## src/rtl/regfile_dump_reader.sv

```systemverilog
// Sequential dump of a register file over one combinational read port.
// Each word is snapshotted in its own FETCH cycle and streamed out on a valid/ready port.
module regfile_dump_reader #(
  parameter int unsigned NUM_REGS = 32,
  parameter int unsigned ADDR_W   = 5,
  parameter int unsigned DATA_W   = 32
) (
  input  logic              clk,
  input  logic              rst_n,
  input  logic              start,
  input  logic              abort,
  output logic [ADDR_W-1:0] rf_addr,
  input  logic [DATA_W-1:0] rf_data,
  output logic              out_valid,
  input  logic              out_ready,
  output logic [DATA_W-1:0] out_data,
  output logic [ADDR_W-1:0] out_addr,
  output logic              out_last,
  output logic              busy,
  output logic              done
);

  localparam logic [ADDR_W-1:0] LAST_IDX = ADDR_W'(NUM_REGS - 1);

  typedef enum logic [1:0] {
    ST_IDLE  = 2'd0,
    ST_FETCH = 2'd1,
    ST_SEND  = 2'd2
  } state_e;

  state_e              state_q, state_d;
  logic [ADDR_W-1:0]   idx_q, idx_d;
  logic [DATA_W-1:0]   data_q, data_d;
  logic [ADDR_W-1:0]   addr_q, addr_d;
  logic                valid_q, valid_d;
  logic                last_q, last_d;
  logic                done_q, done_d;
  logic                handshake_c;

  assign handshake_c = valid_q && out_ready;

  // State and output registers
  always_ff @(posedge clk or negedge rst_n) begin
    if (!rst_n) begin
      state_q <= ST_IDLE;
      idx_q   <= '0;
      data_q  <= '0;
      addr_q  <= '0;
      valid_q <= 1'b0;
      last_q  <= 1'b0;
      done_q  <= 1'b0;
    end else begin
      state_q <= state_d;
      idx_q   <= idx_d;
      data_q  <= data_d;
      addr_q  <= addr_d;
      valid_q <= valid_d;
      last_q  <= last_d;
      done_q  <= done_d;
    end
  end

  // Next-state and output logic; abort overrides every state
  always_comb begin
    state_d = state_q;
    idx_d   = idx_q;
    data_d  = data_q;
    addr_d  = addr_q;
    valid_d = valid_q;
    last_d  = last_q;
    done_d  = 1'b0;

    if (abort) begin
      state_d = ST_IDLE;
      idx_d   = '0;
      valid_d = 1'b0;
      last_d  = 1'b0;
    end else begin
      case (state_q)
        ST_IDLE: begin
          if (start) begin
            idx_d   = '0;
            state_d = ST_FETCH;
          end
        end
        ST_FETCH: begin
          data_d  = rf_data;
          addr_d  = idx_q;
          last_d  = (idx_q == LAST_IDX);
          valid_d = 1'b1;
          state_d = ST_SEND;
        end
        ST_SEND: begin
          if (handshake_c) begin
            valid_d = 1'b0;
            if (idx_q == LAST_IDX) begin
              last_d  = 1'b0;
              done_d  = 1'b1;
              idx_d   = '0;
              state_d = ST_IDLE;
            end else begin
              idx_d   = idx_q + ADDR_W'(1);
              state_d = ST_FETCH;
            end
          end
        end
        default: begin
          state_d = ST_IDLE;
          idx_d   = '0;
          valid_d = 1'b0;
          last_d  = 1'b0;
        end
      endcase
    end
  end

  assign rf_addr   = idx_q;
  assign out_valid = valid_q;
  assign out_data  = data_q;
  assign out_addr  = addr_q;
  assign out_last  = last_q;
  assign done      = done_q;
  assign busy      = (state_q != ST_IDLE);

endmodule

```

## config.mk

```make
export PLATFORM = sky130hd
export DESIGN_NAME = regfile_dump_reader
export DESIGN_NICKNAME = d
export VERILOG_FILES = /design/src/rtl/regfile_dump_reader.sv
export SDC_FILE = /design/constraint.sdc
export NUM_CORES = 1
export LEC_CHECK = 0
export ABC_AREA = 1
export CAP_MARGIN = 10
export CELL_PAD_IN_SITES_DETAIL_PLACEMENT = 2
export CELL_PAD_IN_SITES_GLOBAL_PLACEMENT = 2
export CORE_MARGIN = 5
export CORE_UTILIZATION = 25
export DETAILED_ROUTE_END_ITERATION = 8
export PLACE_DENSITY_LB_ADDON = 0.3
export SYNTH_ARGS = -nofsm -noshare
export SYNTH_HDL_FRONTEND = slang
export SYNTH_SLANG_ARGS = --single-unit
```

## constraint.sdc

```tcl
create_clock -name clk -period 2.9 [get_ports clk]
set_clock_uncertainty 0.05 [all_clocks]
set_input_delay 0.58 -clock clk [delete_from_list [all_inputs] [get_ports clk]]
set_output_delay 0.58 -clock clk [all_outputs]
set_load 0.005 [all_outputs]
```

# Word-level counts from Yosys, hierarchy flattened
# Cells that the tools add are included.
# W data, S select, Z words.
# totals
out_inout_bits	46
register_bits	47
latchBits	0
word_cells	46
mem_count	0
inputBits	37
mem_bits_rw	0
mem_bits_ro	0
# op_classes
n_reduce_logical	8
order_cmp	0
n_eq_ne	8
bitwise_logic	1
div	0
muxes	21
n_addsub	1
n_shift	0
n_mul	0
# ops
operator	count
$mux W5	4
$pmux W5 S3	1
$mux W1	10
$ne A3 B3 Y1 const B	3
$mux W2	3
$pmux W1 S3	2
$pmux W2 S3	1
$reduce_and A2 Y1	3
$reduce_and A3 Y1	2
$add A5 B1 Y5 const B	1
$eq A5 B5 Y1 const B	1
$ne A2 B2 Y1 const B	2
$eq A2 B1 Y1 const B	1
$eq A2 B2 Y1 const B	1
$logic_not A2 Y1	1
$reduce_bool A2 Y1	1
$logic_and A1 B1 Y1	1
$not A1 Y1	1

# Longest topological paths before layout
# Gate-level depths: netlist of the first run.
# logic_depth
ltp_word	5
mapped_depth	9
mapped_depth_nobuf	9

# Least setup slack after synthesis of the first run
# No wires, ideal clock.
# synth_path
path_type	register -> register
startpoint	reg idx_q[0] (netlist: rf_addr[0])
endpoint	reg idx_q[2] (netlist: rf_addr[2])
arrival_time_ns	1.305
period_less_slack_ns	1.437
stages_incl_launch_ff	10
path_slack_ns	1.463
setup_time_ns	0.083
path_buffers	0
required_time_ns	2.767
cell_sequence	dfrtp_1 > ha_1 > nand2_1 > nor2_1 > ha_1 > inv_1 > nand3_1 > nor3_1 > nand2_1 > o21ai_0
# synth_between
elab_chain_len	5
# synth_rtl
element	line	source
start: declaration	32	logic [ADDR_W-1:0] idx_q, idx_d;
start signal: assignment	54	idx_q <= idx_d;
$add A5 B1 Y5 or $eq A5 B5 Y1 (tied branches)	102, 96	
$mux W5 (*)	96	if (idx_q == LAST_IDX) begin
$mux W5 (*)	94	if (handshake_c) begin
$pmux W5 S3 (*)	79	case (state_q)
$mux W5 (*)	73	if (abort) begin
# Mark *: on every way between the ends. The rest lies on a longest branch, timed or not. The select of a mux whose other input is x is not followed.
# A chain may end at the register's enable or synchronous reset.

# Worst setup path after layout of the first run
# layout_path
startpoint	reg state_q[1]
endpoint	out busy
# layout_between
elab_chain_len	1
# layout_rtl
element	line	source
start: declaration	31	state_e state_q, state_d;
start signal: assignment	53	state_q <= state_d;
$reduce_bool A2 Y1	123	assign busy = (state_q != ST_IDLE);
end: declaration	19	output logic busy,
# Every way passes these cells.

==> summary.txt, run 1 <==
status: complete, no violations
Peak supply drop: 0.251 mV
CTS max path bufs: 2
Psw: 561 uW
Synth Area in Adders: 0.0196
RSZ-0062 raised after global routing: false
Mapped Cells: 221
GRT Util Overall: 0.128
Area growth syn-to-layout: 53.1%
DR DRC count: 0
largest net degree at the start of global routing: 36
CTS Hold Bufs: 0
Switching Share: 0.294
post-place setup slack: 0.652 ns
first-pass GRT wire length: 10.0 mm
startpoint types: flip-flop
die area: 9510 sq um
count of cells resized by post-cts repair: 0
# setup viols final: 0
post-synthesis sequential area ratio: 0.614
Fill cells: 887
mapped cell area: 1910 sq um
via count: 1794
max-slew violation count: 0
CTS H-Tree Depth: 2
Synth area leaders: dfrtp_1 (61%), nand2_1 (24%), inv_1 (2.2%)
Initial Util: 0.252
Num CTS Buffers: 5
Critical Path Sink Type: primary output
Synth cell types: 15
Placed Area: 2850 sq um
nets: 346
initial antenna violation count: 0
R2R Setup Slk: 1.23 ns
Overflow after GRT: 0
fin crit share: 0.717
post-DP HPWL: 4.38 mm
Final Hold Viols: 0
Setup TNS: 0 ns
largest family of logic cells by synthesized area: simple AND/OR/NAND/NOR gates
Worst EP required: 2.27 ns
diode count: 0
CP Max Fanout: 5
CP peak stage delay: 0.49 ns
CTS tree: yes
Compound-Gate Fraction of Synth Area: 0.0314
CP Data Arrival Time: 1.45 ns
Worst-Skew Late Latency: 0.29 ns
Routed WL: 5.78 mm
simple-gate share of the synthesized area: 0.293
Hold WC Path Type: primary input to asynchronous set/reset pin
root buffer cell: clkbuf_8
die width: 97.5 microns
Critical Path, Cell by Cell: inv_1, nand2_1, clkdlybuf4s50_1
r2r startpoint: rf_addr[0]$_DFFE_PN0P_
Mean Syn Cell Area: 8.66 sq um
sequential share of power: 0.477
Top-Level Pins: 83
XOR/XNOR Fraction of Synth Area: 0
multiplexer share of the synthesized area: 0
Pre-Repair DR Iteration Count: 4
routability cong.: 0.727
P per Cell Area: 653 nW/um^2
Yosys reg bits: 47
Setup WS post-layout: 0.822 ns
Via-to-Cell Ratio: 4.39
combinational cell fraction of total power: 0.318
share of the synthesized area in the top cell type: 0.614
Leakage: 0.00141 uW
vias in the first global route: 2006
r2r endpoint: rf_addr[2]$_DFFE_PN0P_
worst slew pin tran: 0.579 ns
Post-CTS Setup Inserts: 0
minimum clock period: 2.08 ns
syn_nets: 261
CTS Sinks: 47
port buffer count: 82
max cap viols: 0
Die Span Y: 97.5 microns
FF-to-FF path depth: 9
Slowest-stage cell, CP: clkdlybuf4s50_1
crit path kind: flip-flop to primary output
Max Clk Rate: 0.481 GHz
DR WL/cell: 14.1 microns
Yosys top cell by area: dfrtp_1
post-route cell area: 2930 sq um
Clk pwr share: 0.206
total core area: 7610 sq um
P_int: 1350 uW
initial DRC count: 43
worst rel slew slack: 0.614
Worst Setup SP: state_q[1]$_DFFE_PN0P_
Final ANT Viol Nets: 0
YS warnings: 0
fraction of layout cells with a size suffix above 1: 0.0456
Clock transition at path regs: 0.09 ns
Row Count: 32
synthesized netlist by cell type:
master and count:
inv_1 11, nand4_1 1, inv_2 1, nor3_1 2, dfrtp_1 47, nand3_1 6
ha_1 3, nor2_1 5, nand2_1 123, o21ai_0 8, nand3_2 1, nand3b_1 1
o21ai_1 4, buf_2 7, nor3_4 1
power by group through the flow:
| stage | Combinational (uW) | Clock [uW] | Sequential [uW] |
|---|---|---|---|
| floorplan | 165 | 0 | 922 |
| global placement | 601 | 0 | 919 |
| detailed placement | 628 | 0 | 920 |
| CTS | 628 | 414 | 915 |
| global route | 678 | 443 | 934 |
| finish | 608 | 393 | 912 |
sequential cells by signal, summed over array words and instances (netlist names):
signal	cells
out_valid	1
rf_addr	5
done	1
out_data	32
state_q	2
out_last	1
out_addr	5
stage by stage:
| step | utilization | hold WS (ns) | power (uW) | cells |
|---|---|---|---|---|
| after floorplan | - | 0.234 | 1090 | 221 |
| after global placement | 0.374 | 0.404 | 1520 | 401 |
| after detailed placement | 0.374 | 0.411 | 1550 | 401 |
| after CTS | 0.385 | 0.238 | 1960 | 409 |
| after global routing | 0.385 | 0.255 | 2060 | 409 |
| final | 0.385 | 0.219 | 1910 | 409 |
critical path: cells and delay by family, from the launching register on:
family	cells	cell delay [ns]
and+or+nand+nor	1	0.08
buffers and inverters	2	0.61
DFF	1	0.47
how the worst max path moves through the flow:
stage	end	depth (start not counted)
after floorplan	rf_addr[2]$_DFFE_PN0P_	9
after global placement	rf_addr[2]$_DFFE_PN0P_	6
after detailed placement	rf_addr[3]$_DFFE_PN0P_	6
after CTS	busy	3
after global routing	busy	3
final	busy	3
metal layers:
layer | global-route usage | routed length (microns) | share of wire
met5 | 0 | 0 | 0
met3 | 0.0467 | 436 | 0.075
met1 | 0.155 | 2560 | 0.44
met2 | 0.219 | 2740 | 0.47
met4 | 0.0256 | 51 | 0.0088
cell type report:
cell class	instances	area, sq um	share of cell area
Sequential cell	47	1180	0.401
Timing Repair Buffer	85	838	0.286
Multi-Input combinational cell	155	658	0.225
Tap cell	102	128	0.0436
Clock buffer	6	72.6	0.0248
Inverter	12	45.0	0.0154
Clock inverter	2	12.5	0.00427
logic make-up after synthesis:
family,Yosys count
and+or+nand+nor,140
DFF,47
adders and majority gates,3
AOI/OAI and AO/OA,12
buffers and inverters,19
placed cells by master, fill, tap and decap left out, drive strengths merged:
cell           instances
dfrtp                 47
clkinvlp               1
ha                     3
clkinv                 1
nand3b                 1
buf                    4
inv                   12
nand3                  7
clkdlybuf4s50         81
clkbuf                 6
nand4                  1
o21ai                 12
nor2                   5
nor3                   3
nand2                123
No activity file was read; power rests on OpenSTA's default activity.
==> run 2: changes to the inputs <==
--- a/config.mk
+++ b/config.mk
@@ -10,7 +10,7 @@
 export CELL_PAD_IN_SITES_DETAIL_PLACEMENT = 2
 export CELL_PAD_IN_SITES_GLOBAL_PLACEMENT = 2
 export CORE_MARGIN = 5
-export CORE_UTILIZATION = 25
+export CORE_UTILIZATION = 21
 export DETAILED_ROUTE_END_ITERATION = 8
 export PLACE_DENSITY_LB_ADDON = 0.3
 export SYNTH_ARGS = -nofsm -noshare
==> constraint.sdc (replaced) <==
create_clock -name clk -period 1.7 [get_ports clk]
set_clock_uncertainty 0.05 [all_clocks]
set_input_delay 0.34 -clock clk [delete_from_list [all_inputs] [get_ports clk]]
set_output_delay 0.34 -clock clk [all_outputs]
set_load 0.005 [all_outputs]
==> run 2 against run 1 <==
Net effect: combinational power is 81% higher; sequential share of layout area shrank 3.0 points; cell count up 6.6%; register-to-register slack got worse by 1.1 ns; sequential power rose by 69%; largest cell class unchanged; highest routed layer unchanged.
==> summary.txt, run 2 (synthesis results as in run 1) <==
Final ANT Viol Nets: 0 (unchanged)
max cap viols: 0 (unchanged)
Row Count: 34 (+6.3%)
Final Hold Viols: 0 (unchanged)
Hold WC Path Type: flip-flop to flip-flop
crit path kind: flip-flop to primary output
root buffer cell: clkbuf_8
Die Span Y: 105 microns (+8.2%)
P_int: 2510 uW (+86%)
Switching Share: 0.285 (-0.00809)
DR WL/cell: 14.6 microns (+2.9%)
Via-to-Cell Ratio: 4.20 (-4.2%)
minimum clock period: 1.63 ns
met3 wire length: 324 microns (-26%)
CP peak stage delay: 0.53 ns (+0.04 ns)
max-slew violation count: 0 (unchanged)
worst slew pin tran: 0.378 ns (-0.201 ns)
Initial Util: 0.217 (-0.0343)
vias in the first global route: 2067 (+3.0%)
Psw: 1000 uW (+79%)
CTS max path bufs: 2 (unchanged)
Slowest-stage cell, CP: clkdlybuf4s50_1
DR DRC count: 0 (unchanged)
Met2 Wirelength: 3.23 mm (+18%)
Setup TNS: 0 ns (unchanged)
CTS Sinks: 47 (unchanged)
most common cell after layout, fill and taps aside: nand2_1
port buffer count: 82 (unchanged)
nets: 367 (+6.1%)
GRT Util Overall: 0.116 (-0.0124)
CP Data Arrival Time: 1.24 ns (-0.21 ns)
initial DRC count: 24 (-44%)
CTS H-Tree Depth: 2 (unchanged)
Final Hold Slack: 0.430 ns (+0.210 ns)
WP buf/inv: 1 (-1)
die area: 11100 sq um (+17%)
status: complete, no violations
first-pass GRT wire length: 10.5 mm (+4.9%)
top routing layer in use: met4
diode count: 0 (unchanged)
sequential share of power: 0.438 (-0.039)
Num CTS Buffers: 5 (unchanged)
Max Clk Rate: 0.612 GHz
Worst-Skew Late Latency: 0.31 ns (+0.02 ns)
R2R Setup Slk: 0.13 ns (-1.10 ns)
total core area: 8810 sq um (+16%)
Overflow after GRT: 0 (unchanged)
Fill cells: 1010 (+14%)
Routed WL: 6.34 mm (+9.7%)
Peak supply drop: 0.411 mV (+64%)
CP delay by family, top: buffers and inverters
fin crit share: 0.961
Worst EP required: 1.31 ns (-0.96 ns)
combinational cell fraction of total power: 0.314 (-0.004)
max reg flops: 32 (unchanged)
routability cong.: 0.750 (+3.1%)
largest net degree at the start of global routing: 48 (+33%)
most frequent cells in the layout: nand2_1 (123), clkdlybuf4s50_1 (78), dfrtp_1 (45), buf_4 (19)
Critical Path, Cell by Cell: clkdlybuf4s50_1
# setup viols final: 0 (unchanged)
CTS tree: yes
Pre-Repair DR Iteration Count: 4 (unchanged)
Critical Path Sink Type: primary output
startpoint types: flip-flop
post-DP HPWL: 4.52 mm (+3.1%)
die width: 105 microns (+8.2%)
fraction of layout cells with a size suffix above 1: 0.128 (+0.0824)
CP Max Fanout: 4 (-1)
worst rel slew slack: 0.745 (+0.131)
initial antenna violation count: 0 (unchanged)
Top-Level Pins: 83 (unchanged)
Area growth syn-to-layout: 65.6%
Clk pwr share: 0.249 (+0.043)
Clock transition at path regs: 0.10 ns (about the same)
Metal-1 WL: 2.71 mm (+5.9%)
via count: 1833 (+2.2%)
P per Cell Area: 1110 nW/um^2 (+70%)
Leakage: 0.00155 uW (+10%)
run 2: worst paths after layout:
kind,from,to,cells past startpoint
worst max register to register,rf_addr[1]$_DFFE_PN0P_,rf_addr[2]$_DFFE_PN0P_,9
worst max-delay path,rf_addr[3]$_DFFE_PN0P_,rf_addr[3],1
worst min-delay path,out_data[31]$_DFFE_PN0P_,out_data[31]$_DFFE_PN0P_,2
min in group asynchronous,rst_n,done$_DFF_PN0_,3
worst min register to register,out_data[31]$_DFFE_PN0P_,out_data[31]$_DFFE_PN0P_,2
max in group asynchronous,rst_n,rf_addr[4]$_DFFE_PN0P_,3
run 2: metal layers:
layer  vias to the layer above  track usage
li1                        886            -
met1                       890        0.142
met2                        51        0.201
met3                         6       0.0269
met4                         0       0.0337
met5                         -            0
run 2: power by group through the flow:
stage	Sequential [uW]	Combinational [uW]	Clock, uW
final	1540	1100	874
after global routing	1580	1220	965
after CTS	1550	1120	913
after detailed placement	1560	1110	0
after global placement	1560	1080	0
after floorplan	1570	282	0
run 2: worst reg2reg max path: cells and delay by family (launching register included):
family,cells,cell delay [ns]
flip-flops,1,0.39
buffers and inverters,1,0.05
adder cells (fa/ha/maj),2,0.43
AND/OR/NAND/NOR,5,0.48
AO/OA/AOI/OAI,1,0.07
run 2: stage by stage:
step / setup WS (ns) / std cells / instance area [sq um] / util / power [uW]
finish: 0.0661 / 436 / 3170 / 0.360 / 3520
global route: -0.0444 / 436 / 3170 / 0.360 / 3770
CTS: 0.000146 / 429 / 3110 / 0.353 / 3590
detailed placement: -0.110 / 417 / 2950 / 0.335 / 2670
global placement: -0.0306 / 417 / 2950 / 0.335 / 2640
floorplan: 0.263 / 221 / 1910 / - / 1850
run 2: repair_timing:
item,CTS,global route
endpoints found under the hold margin,47,0
gates resized for setup,8,4
cloned,0,0
setup endpoints to repair,4,5
hold buffers,1,0
setup buffers,3,7
run 2: layout make-up:
| class | instances | area [sq um] | share of cell area |
|---|---|---|---|
| clock inverters | 3 | 46.3 | 0.0146 |
| repair buffers | 106 | 1030 | 0.325 |
| inverters | 12 | 45.0 | 0.0142 |
| well taps | 108 | 135 | 0.0426 |
| flip-flops and latches | 47 | 1180 | 0.372 |
| multi-input cells | 155 | 666 | 0.210 |
| clock buffers | 5 | 68.8 | 0.0217 |
